**config.mk**
```make
export PLATFORM = sky130hd
export DESIGN_NAME = spi_cmd_deframer
export DESIGN_NICKNAME = d
export VERILOG_FILES = /design/src/rtl/spi_cmd_deframer.sv
export SDC_FILE = /design/constraint.sdc
export NUM_CORES = 1
export LEC_CHECK = 0
export ABC_CLOCK_PERIOD_IN_PS = 2120
export CAP_MARGIN = 20
export CORE_ASPECT_RATIO = 0.7
export CORE_MARGIN = 5
export CORE_UTILIZATION = 40
export DETAILED_ROUTE_END_ITERATION = 8
export PLACE_DENSITY = 0.7
export SLEW_MARGIN = 25
export SYNTH_ARGS = -nofsm -noshare
export SYNTH_HDL_FRONTEND = slang
export SYNTH_SLANG_ARGS = --single-unit
export TNS_END_PERCENT = 30
```
**constraint.sdc**
```tcl
create_clock -name clk -period 2.12 [get_ports clk]
set_clock_uncertainty 0.1 [all_clocks]
set_input_delay 0.424 -clock clk [delete_from_list [all_inputs] [get_ports clk]]
set_output_delay 0.424 -clock clk [all_outputs]
set_load 0.05 [all_outputs]
```
**src/rtl/spi_cmd_deframer.sv**
```systemverilog
`default_nettype none
// +--------------------------------------------------------------------------+
// | Module      : spi_cmd_deframer                                           |
// | Description : SPI mode-0 slave front end for the LED/ADC command         |
// |               decoder. Receives 16-bit frames (byte0 = command,          |
// |               byte1 = data), hands each valid frame to the decoder as    |
// |               command/data followed by a clean enable strobe, flags      |
// |               rejected frames and echoes the last accepted frame on MISO.|
// |                                                                          |
// | Parameters  : SYNC_STAGES   (2..3) synchroniser depth for SPI pins       |
// |               SETUP_CYCLES  (>=1)  command/data settle time before strobe|
// |               ENABLE_CYCLES (>=1)  width of the enable strobe            |
// | Build macro : SPI_CMD_PARITY_EN - frame bit 15 is an even-parity bit     |
// |               over byte0; mismatching frames are rejected and the echo   |
// |               MSB carries regenerated parity. Undefined: bit 15 ignored, |
// |               echo MSB is 0.                                             |
// |                                                                          |
// | Ports       : clk, rst         system clock, sync active-high reset      |
// |               spi_sclk/mosi/cs_n  asynchronous SPI inputs from host      |
// |               spi_miso         echo of the last accepted frame           |
// |               command[6:0], data[7:0], enable  decoder interface        |
// |               frame_err        one-cycle pulse per rejected frame        |
// |               err_count[7:0]   saturating rejected-frame counter         |
// |                                                                          |
// | Revision    : 1.0 - initial release                                      |
// +--------------------------------------------------------------------------+
module spi_cmd_deframer #(
    parameter int SYNC_STAGES   = 2,
    parameter int SETUP_CYCLES  = 2,
    parameter int ENABLE_CYCLES = 2
) (
    input  logic       clk,
    input  logic       rst,
    input  logic       spi_sclk,
    input  logic       spi_mosi,
    input  logic       spi_cs_n,
    output logic       spi_miso,
    output logic [6:0] command,
    output logic [7:0] data,
    output logic       enable,
    output logic       frame_err,
    output logic [7:0] err_count
);

    // The reserved MSB only needs storage when it carries parity; without
    // the check it simply falls off the top of the shifter.
`ifdef SPI_CMD_PARITY_EN
    localparam int c_SHIFT_W = 16;
`else
    localparam int c_SHIFT_W = 15;
`endif

    localparam int c_PH_MAX = (SETUP_CYCLES > ENABLE_CYCLES) ? SETUP_CYCLES : ENABLE_CYCLES;
    localparam int c_PH_W   = $clog2(c_PH_MAX + 1);

    localparam logic [c_PH_W-1:0] c_SETUP_LAST  = c_PH_W'(SETUP_CYCLES - 1);
    localparam logic [c_PH_W-1:0] c_ENABLE_LAST = c_PH_W'(ENABLE_CYCLES - 1);
    localparam logic [c_PH_W-1:0] c_PH_ONE      = c_PH_W'(1);

    localparam logic [4:0] c_BITS_FULL = 5'd16;
    localparam logic [4:0] c_BITS_SAT  = 5'd17;

    localparam logic [1:0] c_ST_IDLE   = 2'd0;
    localparam logic [1:0] c_ST_SETUP  = 2'd1;
    localparam logic [1:0] c_ST_STROBE = 2'd2;

    // ------------------------------------------------------------------
    // Synchronisers and one-cycle-delayed copies.
    // These are pure data pipelines tracking the pins, so they are left
    // out of reset: a reset taken while cs_n is low must not fabricate a
    // cs_n falling edge when it releases.
    // ------------------------------------------------------------------
    logic [SYNC_STAGES-1:0] r_sclk_sync;
    logic [SYNC_STAGES-1:0] r_mosi_sync;
    logic [SYNC_STAGES-1:0] r_cs_sync;
    logic                   r_sclk_d;
    logic                   r_cs_d;
    logic                   r_mosi_q;

    logic w_sclk_s;
    logic w_mosi_s;
    logic w_cs_s;

    assign w_sclk_s = r_sclk_sync[SYNC_STAGES-1];
    assign w_mosi_s = r_mosi_sync[SYNC_STAGES-1];
    assign w_cs_s   = r_cs_sync[SYNC_STAGES-1];

    always_ff @(posedge clk) begin
        r_sclk_sync <= {r_sclk_sync[SYNC_STAGES-2:0], spi_sclk};
        r_mosi_sync <= {r_mosi_sync[SYNC_STAGES-2:0], spi_mosi};
        r_cs_sync   <= {r_cs_sync[SYNC_STAGES-2:0], spi_cs_n};
        r_sclk_d    <= w_sclk_s;
        r_cs_d      <= w_cs_s;
        // Delayed so MOSI lines up with the registered sclk-rise pulse.
        r_mosi_q    <= w_mosi_s;
    end

    // ------------------------------------------------------------------
    // Registered edge pulses.
    // r_cs_was_low is cs_n as seen *before* the sample that produced the
    // current pulses, so an sclk rise coinciding with the cs_n rise still
    // counts, while one coinciding with the cs_n fall does not.
    // ------------------------------------------------------------------
    logic r_sclk_rise;
    logic r_sclk_fall;
    logic r_cs_rise;
    logic r_cs_fall;
    logic r_cs_was_low;

    always_ff @(posedge clk) begin
        if (rst) begin
            r_sclk_rise  <= 1'b0;
            r_sclk_fall  <= 1'b0;
            r_cs_rise    <= 1'b0;
            r_cs_fall    <= 1'b0;
            r_cs_was_low <= 1'b0;
        end else begin
            r_sclk_rise  <= w_sclk_s & ~r_sclk_d;
            r_sclk_fall  <= ~w_sclk_s & r_sclk_d;
            r_cs_rise    <= w_cs_s & ~r_cs_d;
            r_cs_fall    <= ~w_cs_s & r_cs_d;
            r_cs_was_low <= ~r_cs_d;
        end
    end

    // ------------------------------------------------------------------
    // Frame state
    // ------------------------------------------------------------------
    logic [c_SHIFT_W-1:0] r_shift;
    logic [4:0]           r_bits;
    logic                 r_in_frame;   // a genuine cs_n fall opened this frame

    logic                 r_pend_valid;
    logic [6:0]           r_pend_cmd;
    logic [7:0]           r_pend_data;

    logic [1:0]           r_state;
    logic [c_PH_W-1:0]    r_phase;

    logic [15:0]          r_echo;
    logic [15:0]          r_miso_sh;    // remaining echo bits, next one at MSB

    logic                 w_take;
    logic [c_SHIFT_W-1:0] w_frame;
    logic [4:0]           w_bits;
    logic                 w_close;
    logic                 w_parity_ok;
    logic                 w_good;
    logic                 w_pop;
    logic                 w_overrun;
    logic                 w_push;
    logic                 w_reject;
    logic                 w_echo_msb;

    // Shift/count as they will be after this cycle's sclk rise (if any),
    // so a frame closing in the same cycle sees its last bit.
    assign w_take  = r_sclk_rise & r_cs_was_low;
    assign w_frame = w_take ? {r_shift[c_SHIFT_W-2:0], r_mosi_q} : r_shift;
    assign w_bits  = !w_take                ? r_bits :
                     (r_bits == c_BITS_SAT) ? c_BITS_SAT :
                                              r_bits + 5'd1;

    // A cs_n rise after reset without a matching fall is the tail of an
    // aborted frame and is dropped silently.
    assign w_close = r_cs_rise & r_in_frame;

`ifdef SPI_CMD_PARITY_EN
    assign w_parity_ok = ~(^w_frame[15:8]);
    assign w_echo_msb  = ^r_pend_cmd;
`else
    assign w_parity_ok = 1'b1;
    assign w_echo_msb  = 1'b0;
`endif

    assign w_good    = w_close & (w_bits == c_BITS_FULL) & w_parity_ok;
    // IDLE always drains the buffer, so a same-cycle pop frees the slot.
    assign w_pop     = (r_state == c_ST_IDLE) & r_pend_valid;
    assign w_overrun = w_good & r_pend_valid & ~w_pop;
    assign w_push    = w_good & ~w_overrun;
    assign w_reject  = (w_close & ~w_good) | w_overrun;

    always_ff @(posedge clk) begin
        if (rst) begin
            r_shift      <= '0;
            r_bits       <= '0;
            r_in_frame   <= 1'b0;
            r_pend_valid <= 1'b0;
            r_pend_cmd   <= '0;
            r_pend_data  <= '0;
            r_state      <= c_ST_IDLE;
            r_phase      <= '0;
            r_echo       <= 16'h0000;
            r_miso_sh    <= 16'h0000;
            command      <= '0;
            data         <= '0;
            enable       <= 1'b0;
            spi_miso     <= 1'b0;
            frame_err    <= 1'b0;
            err_count    <= '0;
        end else begin
            // ---------------- shifter ----------------
            if (r_cs_fall) begin
                r_shift    <= '0;
                r_bits     <= '0;
                r_in_frame <= 1'b1;
            end else begin
                r_shift <= w_frame;
                r_bits  <= w_bits;
                if (r_cs_rise) begin
                    r_in_frame <= 1'b0;
                end
            end

            // ---------------- pending buffer ----------------
            if (w_push) begin
                r_pend_valid <= 1'b1;
                r_pend_cmd   <= w_frame[14:8];
                r_pend_data  <= w_frame[7:0];
            end else if (w_pop) begin
                r_pend_valid <= 1'b0;
            end

            // ---------------- error reporting ----------------
            frame_err <= w_reject;
            if (w_reject && (err_count != 8'hFF)) begin
                err_count <= err_count + 8'd1;
            end

            // ---------------- output FSM ----------------
            case (r_state)
                c_ST_IDLE: begin
                    if (r_pend_valid) begin
                        command <= r_pend_cmd;
                        data    <= r_pend_data;
                        r_echo  <= {w_echo_msb, r_pend_cmd, r_pend_data};
                        r_phase <= '0;
                        r_state <= c_ST_SETUP;
                    end
                end
                c_ST_SETUP: begin
                    if (r_phase == c_SETUP_LAST) begin
                        r_phase <= '0;
                        enable  <= 1'b1;
                        r_state <= c_ST_STROBE;
                    end else begin
                        r_phase <= r_phase + c_PH_ONE;
                    end
                end
                c_ST_STROBE: begin
                    if (r_phase == c_ENABLE_LAST) begin
                        r_phase <= '0;
                        enable  <= 1'b0;
                        r_state <= c_ST_IDLE;
                    end else begin
                        r_phase <= r_phase + c_PH_ONE;
                    end
                end
                default: begin
                    r_phase <= '0;
                    enable  <= 1'b0;
                    r_state <= c_ST_IDLE;
                end
            endcase

            // ---------------- MISO echo ----------------
            // MSB is presented at cs_n fall so the host's first sclk rise
            // samples it; later bits advance on each sclk fall.
            if (r_cs_fall) begin
                spi_miso  <= r_echo[15];
                r_miso_sh <= {r_echo[14:0], 1'b0};
            end else if (!r_in_frame) begin
                spi_miso  <= 1'b0;
            end else if (r_sclk_fall) begin
                spi_miso  <= r_miso_sh[15];
                r_miso_sh <= {r_miso_sh[14:0], 1'b0};
            end
        end
    end

endmodule
`default_nettype wire

```
======== Word-level counts from Yosys, hierarchy flattened ========
Cells that the tools add are included.
word-level totals
  flip-flop bits (word level) ............. 111
  logic and storage cells ................. 96
operators by class
  add/subtract/negate cells ............... 3
  eq/ne operators ......................... 10
  mux-type cells .......................... 23
  bitwise logic cells ..................... 21
  reduce and logical (&&, ||, !) cells .... 12
operators by type and width
  operator                                                               count
  16-bit 2-to-1 mux                                                      3
  15-bit 2-to-1 mux                                                      1
  1-bit bitwise AND                                                      12
  5-bit equality test, second input constant                             2
  2-bit 2-to-1 mux                                                       5
  5-bit 2-to-1 mux                                                       2
  1-bit 2-to-1 mux                                                       9
  8-bit by 1-bit adder with 8-bit output, second input constant          1
  8-bit != test, second input constant                                   1
  1-bit inverter                                                         8
  2-bit nonzero test                                                     4
  2-bit != test, second input constant                                   3
  2-bit one-hot mux with 3 select lines                                  1
  3-bit AND reduction                                                    2
  5-bit by 1-bit adder with 5-bit output, second input constant          1
  2-bit by 1-bit equality test with 1-bit output, second input constant  2
  2-bit one-hot mux with 2 select lines                                  1
  2-bit AND reduction                                                    2
  2-bit OR reduction                                                     2
  3-bit != test, second input constant                                   1
  1-bit one-hot mux with 3 select lines                                  1
  2-bit by 1-bit adder with 2-bit output, second input constant          1
  2-bit equality test, second input constant                             1
  2-bit zero test                                                        1
  2 further kinds                                                        2

======== Logic depth before layout (Yosys ltp) ========
  depth in word-level cells ............... 10
  mapped depth ............................ 9
  mapped depth without buffers ............ 7

======== Worst setup path before layout ========
Ideal clock, no wire load.
  path type ............................... reg-to-reg
  start point ............................. reg r_bits[0]
  end point ............................... reg r_pend_cmd[0]
  arrival ................................. 1,884 ps
  path slack .............................. -9 ps
  stages on the path, launching flop included .. 9
  path buffers ............................ 2
  period minus slack after synthesis ...... 2,129 ps
  cells stage by stage .................... dfxtp_1 ha_1 and3_1 nand3_1 a2111oi_4 and3_1 buf_4 buf_8 a211oi_2
between the ends
  longest elaborated chain between the ends .. 9
  elaborated cells between the ends (all ways) .. 10
ends and longest elaborated chain
  element                                                                        line      text
  start, declared                                                                130       logic [4:0] r_bits;
  start signal, assigned                                                         208       r_bits <= w_bits;
  5-bit by 1-bit adder with 5-bit output or 5-bit equality test (tied branches)  161, 160
  5-bit 2-to-1 mux                                                               160       (r_bits == c_BITS_SAT) ? c_BITS_SAT :
  5-bit 2-to-1 mux (*)                                                           159       assign w_bits = !w_take ? r_bits :
  5-bit equality test (*)                                                        175       assign w_good = w_close & (w_bits == c_BITS_FULL) & w_parity_ok;
  1-bit bitwise AND (*)                                                          175
  1-bit bitwise AND (2 in series)                                                178       assign w_overrun = w_good & r_pend_valid & ~w_pop;
  1-bit inverter                                                                 179       assign w_push = w_good & ~w_overrun;
  1-bit bitwise AND (*)                                                          179
  end signal, assigned                                                           217       r_pend_cmd <= w_frame[14:8];
  end, declared                                                                  134       logic [6:0] r_pend_cmd;
Mark *: on every way between the ends. The rest lies on a longest branch, timed or not.
A chain may end at the register's enable or synchronous reset.

======== Worst setup path in the final report ========
  start point ............................. reg r_bits[1]
  end point ............................... reg err_count[7]
between the ends
  longest elaborated chain between the ends .. 9
  elaborated cells between the ends (all ways) .. 12
ends and longest elaborated chain
  element                                                                        line      text
  5-bit by 1-bit adder with 5-bit output or 5-bit equality test (tied branches)  161, 160
  5-bit 2-to-1 mux                                                               160
  5-bit 2-to-1 mux (*)                                                           159
  5-bit equality test (*)                                                        175
  1-bit bitwise AND (*)                                                          175
  1-bit bitwise AND or 1-bit inverter (tied branches)                            178, 180
  1-bit bitwise AND (on tied branches)                                           178, 180
  1-bit OR (*)                                                                   180       assign w_reject = (w_close & ~w_good) | w_overrun;
  1-bit logical AND (*)                                                          225       if (w_reject && (err_count != 8'hFF)) begin
  end signal, assigned                                                           226       err_count <= err_count + 8'd1;
  end, declared                                                                  42        output logic [7:0] err_count
Marks and branches as above.

==> flow_summary_export.csv <==
group,metric,value,unit
routing,dr.pass1.iters,4,
power_and_ir_drop,ir_worst_vdd,0.469,mV
synthesis,synth_largest_area_cell,"dfxtp_1",
synthesis,ys_seq_area_share,50.2,%
setup_path,r2r_slack,-20,ps
synthesis,synth_top_area_share,50.2,%
routing,viasPerCell,5.24,
floorplanning,die-area,11700,um^2
clock_network,cts.sinks,96,
cells_and_area,syn2layout_area_growth,23.6,%
floorplanning,row_count,29,
sta,setup_viol,3,
run_status,violations,"negative setup slack",
synthesis,synthesis.area,3830,um^2
cells_and_area,final_nets,440,
cells_and_area,num_antenna_cells,0,
synthesis,muxShareOfSynthArea,10.6,%
synthesis,avgSynthCellArea,9.65,um^2
clock_network,cts_tree,"done",
global_route,overflow,0,
setup_path,critPathLaunchType,"register",
sta,whs,230,ps
synthesis,synth_top_family_by_area,"compound AO/OA/AOI/OAI gates",
setup_path,crit_path_max_incr_delay,350,ps
global_route,grt_use_total,14.7,%
setup_path,critPathSlowestCell,"dfxtp_2",
placement,place_inst,535,
synthesis,synth-edff-count,0,
floorplanning,start_util,41.6,%
run_status,outcome,"finished with violations",
synthesis,async_flop_share,0,%
global_route,grt_pass1_vias,2851,
clock_network,htreeDepth,3,
sta,slew_viol_final,0,
routing,drt_iter0_drc,197,
clock_network,cts_buffers,9,
sta,worstMarginPinSlew,613,ps
routing,drcViolationCount,0,
routing,wl,8.30,mm
clock_network,cts_root_buf,"clkbuf_16",
synthesis,syn-num-nets,408,
global_route,grt_start_max_net_pins,64,
placement,dp_hpwl,5.17,mm
clock_network,worst_skew_pair.late_latency,340,ps
placement,port_buffers,30,
synthesis,synth_seq_cells,96,
setup_path,crit_path_cell_trace,"inv_2 > ha_4 > nand4_1 > a2bb2oi_2 > a2111oi_4 > buf_6 > buf_8 > a21oi_4 > mux2_4",
sta,rsz0062_at_grt,"true",
min_path,hold_class,"register to register",
power_and_ir_drop,p_leak,1.68,nW
synthesis,synth-xor-area-share,0.457,%
setup_path,critical_path.top_delay_family,"compound AO/OA/AOI/OAI gates",
routing,vias,2920,
floorplanning,core-area,9220,um^2
clock_network,holdBufCountCts,0,
sta,period_share,101,%
floorplanning,ioPinCount,31,
synthesis,synth_compound_area_share,16.5,%
clock_network,clk_path_buf_depth,2,
setup_path,crit_buf_inv,3,
synthesis,synth-adder-area-share,1.96,%
setup_path,crit_type,"register to register",
cells_and_area,fin_cells,557,
synthesis,synthSimpleGateAreaFrac,16.1,%
floorplanning,die_height,91.9,um
run,drv_cap,0,
routing,ant_nets,0,
synthesis,synth_top_cells_by_area,"dfxtp_1 (50%), mux2i_1 (8.4%), nor2_1 (4.5%), a211oi_1 (4.1%), nand2_1 (3.7%)",
setup_path,required,2240,ps
sta,period_needed,2140,ps
power_and_ir_drop,p_per_area,734,nW/um^2
sta,fmax,0.467,GHz
synthesis,ys.flop_type,"dfxtp_1",
global_route,grt_first_pass_wirelength,13.9,mm
synthesis,netlist-cell-type-count,42,
floorplanning,dieWidth,127,um
placement,globalplace.congestion,0.782,
synthesis,synthCells,397,
sta,layout_setup_ws,-22.9,ps
synthesis,synth_warnings,0,
sta,relSlewSlack,59.1,%
setup_path,critPathCaptureType,"register",
setup_path,worst_ep_arrival_time,2260,ps
global_route,antenna_found_initial,0,
cells_and_area,drive_above_1_share,18.0,%
sta,hold_viol,0,
clock_network,clkTransAtPathRegs,60,ps
routing,wl_per_cell,14.9,um
setup_path,cp_max_fo,8,
[state kept, by name, summed over array words and instances, names as in the netlist, 5 cells and up]
| register | flops |
|---|---|
| r_pend_cmd | 7 |
| r_pend_data | 8 |
| r_shift | 15 |
| command | 7 |
| r_miso_sh | 15 |
| err_count | 8 |
| data | 7 |
| r_bits | 5 |
[final cells by class]
| class | count | area (um^2) |
|---|---|---|
| fillers | 884 | 4480 |
| well taps | 124 | 155 |
| flip-flops and latches | 96 | 1930 |
| clock buffers | 13 | 270 |
| repair buffers | 50 | 505 |
| inverters | 7 | 26.3 |
| clock inverters | 2 | 13.8 |
| multi-input cells | 265 | 1840 |
[routing by layer]
metal / global-route usage (%) / wire length [um] / up-vias
li1: - / - / 1465
met1: 19.9 / 4120 / 1368
met2: 22.6 / 3610 / 73
met3: 4.53 / 424 / 14
met4: 4.82 / 144 / 0
met5: 0 / 0 / -
[per-stage QoR]
step | cell area (um^2) | util, % | total power, mW | setup slack (ps) | TNS (ps)
floorplan | 3830 | - | 1.97 | 5.67 | 0
global placement | 4260 | 46.2 | 2.00 | 62.2 | 0
detailed placement | 4260 | 46.2 | 2.00 | -61.9 | -142
CTS | 4630 | 50.2 | 3.53 | -14.4 | -29.8
global route | 4740 | 51.4 | 3.61 | -113 | -1560
finish | 4740 | 51.4 | 3.48 | -22.9 | -45.6
[cells in the mapped netlist (7+ instances only)]
master    count
nand2_1      38
inv_1         7
nor2_1       46
nand3_1       8
dfxtp_1      96
a211oi_2     10
clkbuf_1     20
a211oi_1     21
nor2b_1       8
a21oi_1      27
a31oi_1      16
mux2i_1      32
[layout by cell type (no fill, tap or decap), drive strengths merged]
cell type	instances
ha	6
dlymetal6s2s	4
or2	1
nand2	39
o21ai	1
mux2	7
nand2b	4
and2	4
clkbuf	14
nor2	46
nor3	6
and4	1
a211oi	31
a31oi	16
nor3b	6
and4bb	1
and2b	1
clkdlybuf4s50	22
inv	7
a2111oi	2
nand4	3
nor2b	8
clkinv	2
o21a	1
o21ba	1
nand3	8
mux2i	32
buf	23
a21o	2
o22ai	1
xor2	2
a21oi	29
a2bb2oi	1
and3	4
a21boi	1
dfxtp	96
[power breakdown]
part	internal (mW)	switching, mW	total (mW)
registers	1.83	0.0194	1.85
clock network	0.884	0.628	1.51
logic	0.0430	0.0693	0.112
[path summary, 6_finish.rpt]
path | start | to | depth (start not counted)
worst max register to register | r_bits[1]$_SDFF_PP0_ | err_count[7]$_SDFFE_PP0P_ | 9
worst min register to register | r_cs_sync[0]$_DFF_P_ | r_cs_sync[1]$_DFF_P_ | 0
worst min-delay path | r_cs_sync[0]$_DFF_P_ | r_cs_sync[1]$_DFF_P_ | 0
worst max-delay path | r_bits[1]$_SDFF_PP0_ | err_count[7]$_SDFFE_PP0P_ | 9
[repair_timing]
action	in CTS	in global routing
setup buffers	3	2
gates cloned	0	2
pin swaps	5	4
setup endpoints to repair	22	27
resized for setup	16	19
[cells by family (layout without fill, tap and decap cells)]
kind of cell,after synthesis,count (layout)
and+or+nand+nor,132,132
DFF,96,96
AOI/OAI and AO/OA,86,86
muxes,39,39
buffers and inverters,36,72
adders and majority gates,6,6
xor gates and xnor gates,2,2
Note: power is estimated with default switching activity, not from simulation.
